[src/rtl/alarm_event_reporter.sv]
// Edge-detects the nine burglar_alarm lines, queues each new alarm as a numbered
// event on a valid/ready port, and drives a timed, acknowledgeable siren.

module alarm_zone_lane (
  input  logic clk,
  input  logic reset,
  input  logic src,
  input  logic load_sel,
  output logic pending,
  output logic rise,
  output logic ovf
);
  logic prev;

  assign rise = src & ~prev;
  // A re-trigger only counts as overrun if the old request is not leaving this cycle.
  assign ovf  = rise & pending & ~load_sel;

  always_ff @(posedge clk) begin
    if (reset) begin
      prev    <= 1'b0;
      pending <= 1'b0;
    end else begin
      prev    <= src;
      pending <= (pending & ~load_sel) | rise;
    end
  end
endmodule

module alarm_event_reporter #(
  parameter int SIREN_CYCLES = 1000
) (
  input  logic       clk,
  input  logic       reset,
  input  logic [7:0] alarmEnable,
  input  logic       garageAlarm,
  input  logic       ackIn,
  output logic       eventValid,
  input  logic       eventReady,
  output logic [3:0] eventZone,
  output logic [7:0] eventSeq,
  output logic       siren,
  output logic       overrun
);
  localparam int NUM_ZONES = 9;
  localparam int CW        = $clog2(SIREN_CYCLES + 1);
  localparam logic [CW-1:0] RELOAD = CW'(SIREN_CYCLES - 1);

  typedef struct packed {
    logic [3:0] zone;
    logic [7:0] seq;
  } event_t;

  typedef enum logic {QUIET, SOUNDING} siren_state_t;

  logic [NUM_ZONES-1:0] src;
  logic [NUM_ZONES-1:0] pending;
  logic [NUM_ZONES-1:0] rise;
  logic [NUM_ZONES-1:0] ovf;
  logic [NUM_ZONES-1:0] load_vec;
  logic [3:0]           sel_zone;
  logic                 load;
  logic                 any_rise;
  logic [7:0]           seq_cnt;
  event_t               ev_q;
  logic                 ev_vld;

  siren_state_t  state_q, state_d;
  logic [CW-1:0] cnt_q, cnt_d;

  assign src      = {garageAlarm, alarmEnable};
  assign any_rise = |rise;

  for (genvar g = 0; g < NUM_ZONES; g++) begin : g_zone
    assign load_vec[g] = load && (sel_zone == 4'(g));
    alarm_zone_lane u_lane (
      .clk      (clk),
      .reset    (reset),
      .src      (src[g]),
      .load_sel (load_vec[g]),
      .pending  (pending[g]),
      .rise     (rise[g]),
      .ovf      (ovf[g])
    );
  end

  // Scan downward so the lowest set bit (zone 0 highest priority) is kept.
  always_comb begin
    sel_zone = 4'd0;
    for (int i = NUM_ZONES - 1; i >= 0; i--) begin
      if (pending[i]) sel_zone = 4'(i);
    end
  end

  assign load = (!ev_vld || eventReady) && (|pending);

  always_ff @(posedge clk) begin
    if (reset) begin
      ev_vld  <= 1'b0;
      ev_q    <= '0;
      seq_cnt <= 8'd0;
    end else if (load) begin
      ev_vld  <= 1'b1;
      ev_q    <= '{zone: sel_zone, seq: seq_cnt};
      seq_cnt <= seq_cnt + 8'd1;
    end else if (eventReady) begin
      ev_vld  <= 1'b0;
    end
  end

  always_ff @(posedge clk) begin
    if (reset)         overrun <= 1'b0;
    else if (ackIn)    overrun <= 1'b0;
    else if (|ovf)     overrun <= 1'b1;
  end

  assign eventValid = ev_vld;
  assign eventZone  = ev_q.zone;
  assign eventSeq   = ev_q.seq;

  always_ff @(posedge clk) begin
    if (reset) begin
      state_q <= QUIET;
      cnt_q   <= '0;
    end else begin
      state_q <= state_d;
      cnt_q   <= cnt_d;
    end
  end

  always_comb begin
    state_d = state_q;
    cnt_d   = cnt_q;
    case (state_q)
      QUIET: begin
        if (any_rise) begin
          state_d = SOUNDING;
          cnt_d   = RELOAD;
        end
      end
      SOUNDING: begin
        // Ack beats a coincident edge; the edge is still queued as an event.
        if (ackIn) begin
          state_d = QUIET;
          cnt_d   = '0;
        end else if (any_rise) begin
          cnt_d   = RELOAD;
        end else if (cnt_q == '0) begin
          state_d = QUIET;
        end else begin
          cnt_d   = cnt_q - 1'b1;
        end
      end
      default: begin
        state_d = QUIET;
        cnt_d   = '0;
      end
    endcase
  end

  always_comb begin
    siren = (state_q == SOUNDING);
  end
endmodule
[config.mk]
export PLATFORM = sky130hd
export DESIGN_NAME = alarm_event_reporter
export DESIGN_NICKNAME = d
export VERILOG_FILES = /design/src/rtl/alarm_event_reporter.sv
export SDC_FILE = /design/constraint.sdc
export NUM_CORES = 1
export LEC_CHECK = 0
export CORE_MARGIN = 2
export CORE_UTILIZATION = 40
export CTS_BUF_LIST = sky130_fd_sc_hd__clkbuf_8
export DETAILED_ROUTE_END_ITERATION = 16
export SYNTH_ARGS = -nofsm -noshare
export SYNTH_HDL_FRONTEND = slang
export SYNTH_SLANG_ARGS = --single-unit
[constraint.sdc]
create_clock -name clk -period 2.5 [get_ports clk]
set_input_delay 0.25 -clock clk [delete_from_list [all_inputs] [get_ports clk]]
set_output_delay 0.25 -clock clk [all_outputs]
set_load 0.03 [all_outputs]
==> flow_summary.yaml <==
outcome:
  outcome: "finished clean"
yosys:
  ys_top_cells_by_area: "dfxtp_1 47%, a21oi_1 7.6%, nand2_1 5.4%"
  syn_avg_cell_area_um2: 8.63
  synth_top_cell_area_share_pct: 47.0
  synth_top_family_by_area: "simple AND/OR/NAND/NOR gates"
  synth_area_um2: 2170
  ys_types: 44
  synth_top_area_cell: "dfxtp_1"
  synth_seq_cells: 51
  syn_inst: 252
  yosysMostFrequentCell: "dfxtp_1"
  synth-async-reset-ratio_pct: 0
  syn-num-nets: 267
  yosys-top-cells-count: "51 x dfxtp_1, 33 x a21oi_1, 31 x nand2_1, 20 x nor2_1, 12 x nor2b_1"
  ys.flop_type: "dfxtp_1"
  synth-simple-area-share_pct: 24.8
  synthAdderAreaFrac_pct: 1.15
  synth_xor_area_share_pct: 3.62
  synth-seq-area-share_pct: 47.0
  yosysWarnings: 0
  synth-compound-area-share_pct: 18.2
  synth-edff-count: 0
  muxShareOfSynthArea_pct: 1.38
placed_design:
  gp_congestion: 0.769
  dp.final_hpwl_um: 3100
  port_buffers: 27
clock_network:
  cts_resized: 0
  cts_tree: "built"
  numCtsBuffers: 5
  cts_setup_buffers: 0
  cts_hold_buf: 0
  clkLatencyLatePin_ps: 300
  clk_pin_slew_ps: 90
  h-tree-depth: 2
  cts_max_path_buffers: 2
  cts.sinks: 51
  cts-root-buf: "clkbuf_8"
min_path:
  min_path_cells: 2
  hp-class: "reg -> reg"
  min_from: "eventSeq[7]"
  holdPathEnd: "eventSeq[7]"
floorplan:
  core_um2: 5170
  chipWidth_um: 77.7
  start_util_pct: 42.0
  io-pin-count: 28
  dieArea_um2: 6040
  rows: 26
  fp.dieH_um: 77.7
timing:
  setup_viol: 0
  drv_slew: 0
  max-slew-margin-rel_pct: 27.6
  whs_ps: 456
  final-hold-violation-count: 0
  fin_tns_setup_ps: 0
  rsz0062_at_grt: "no"
  timing.final.crit_share_pct: 81.6
  fin_skew_ps: 8.80
  worst_pin_slew_ps: 1080
  max_freq_mhz: 490
  min_period_ps: 2040
worst_setup_path:
  slowest_stage: "a31oi_1"
  reg2reg_depth: 5
  r2r_end: "seq_cnt[6]"
  crit_path_max_fanout: 14
  rr_startpoint: "g_zone[4].u_lane.pending"
  worstSetupPathDepth: 5
  critical_path_required_ps: 2700
  r2r_setup_slack_ps: 460
  criticalPathCategory: "reg -> reg"
  critical-path-top-delay-family: "compound AO/OA/AOI/OAI gates"
  arrival_ps: 2240
  crit_buf_inv: 0
  endpoint_kind: "register"
  worstPathCellList: "nor4_4 > a31oi_1 > nand4_1 > xor2_1 > nor2_1"
  max_stage_delay_ps: 880
  start_kind: "register"
global_route:
  grt_start_max_net_pins: 34
  antenna_found_initial: 0
  grt_util_all_layers_pct: 14.8
  grt_pass1_wl_um: 7240
  grt_pass1_vias: 1594
  grt-ovfl-total: 0
cells_and_area:
  drive_gt1_share_pct: 5.07
  fillers: 521
  final_util_pct: 50.1
  nets: 290
  n_antenna_cell: 0
  area_growth_pct: 19.2
drt:
  vias_per_cell: 5.14
  drtIter0Drc: 74
  postRouteAntennaNets: 0
  drc: 0
  num_vias: 1779
  wl_um: 4250
  wl_per_cell_um: 12.3
  drt_pass1_iterations: 4
pwr:
  p_leak_nw: 0.940
  p_per_area_nw_per_um2: 626
  ir_drop_mv: 0.332
job:
  cap_violations: 0
==> final cells by class <==
class / instances / area, um^2 / share of cell area, %
Clock buffer: 5 / 68.8 / 2.66
Tap cell: 70 / 87.6 / 3.38
Multi-Input combinational cell: 180 / 1070 / 41.3
Inverter: 8 / 30.0 / 1.16
Clock inverter: 3 / 16.3 / 0.628
Timing Repair Buffer: 29 / 298 / 11.5
Sequential cell: 51 / 1020 / 39.4
==> worst max path at each step <==
stage	from	endpoint	slack, ps
2_1_floorplan	eventValid	overrun	790
3_3_place_gp	eventReady	seq_cnt[6]	350
3_5_place_dp	eventReady	seq_cnt[6]	250
4_1_cts	g_zone[4].u_lane.pending	seq_cnt[6]	440
5_1_grt	g_zone[4].u_lane.pending	seq_cnt[5]	260
6_report	g_zone[4].u_lane.pending	seq_cnt[6]	460
==> worst min-delay path, cell delays in order (launching register included) <==
cell	delay [ps]
dfxtp_1	320
nand2_1	50
a21oi_1	50
==> metrics by stage <==
step	total power, mW	instances	worst slack, ps	cell area, um^2
5_1_grt	1.72	346	260	2590
4_1_cts	1.65	346	438	2590
3_5_place_dp	1.19	338	252	2510
2_1_floorplan	1.11	252	792	2170
6_report	1.62	346	461	2590
3_3_place_gp	1.19	338	348	2510
==> metal layers <==
metal | wire (um) | up-vias | GRT usage [%]
met5 | 0 | - | 0
met1 | 2090 | 815 | 19.8
met3 | 97 | 5 | 2.79
met2 | 2030 | 30 | 23.9
met4 | 38 | 0 | 4.82
li1 | - | 929 | -
==> power by group <==
group	internal [mW]	switching [mW]	total [mW]
clock network	0.192	0.261	0.453
logic	0.115	0.146	0.261
registers	0.861	0.0478	0.909
total	1.17	0.455	1.62
==> layout by cell type, fill, tap and decap left out, types with 2 or more instances in the layout <==
cell type        Yosys  final
mux2i_1              3      3
clkdlybuf4s50_1      0     27
nor3b_1              3      3
a21oi_1             33     33
ha_1                 2      2
o31ai_1              2      2
o21ai_0              8      8
nand2_1             31     31
nor2_1              20     20
clkbuf_8             0      5
and3_1               2      2
or3_1                4      4
nand3_1              2      2
nand2b_1             8      8
a31oi_1              5      5
nand3b_1             3      3
nor3_1               7      7
dfxtp_1             51     51
nor2b_1             12     12
inv_1                8      9
xor2_1               5      5
xnor2_1              4      4
nand4_1              6      6
==> kinds of logic (layout without fill, tap and decap cells) <==
kind of cell,count (synthesis),count (layout)
buffers and inverters,21,45
multiplexers,3,3
AO/OA/AOI/OAI,63,63
XOR/XNOR,9,9
adder cells (fa/ha/maj),2,2
flip-flops,51,51
AND/OR/NAND/NOR,103,103
==> registers in the layout (all words and copies together), names as in the netlist <==
name and cells:
g_zone.u_lane.pending 9, seq_cnt 8, siren 1, overrun 1, cnt_q 10, eventSeq 8, eventZone 4, g_zone.u_lane.prev 9
eventValid 1
Note: power is estimated with default switching activity, not from simulation.
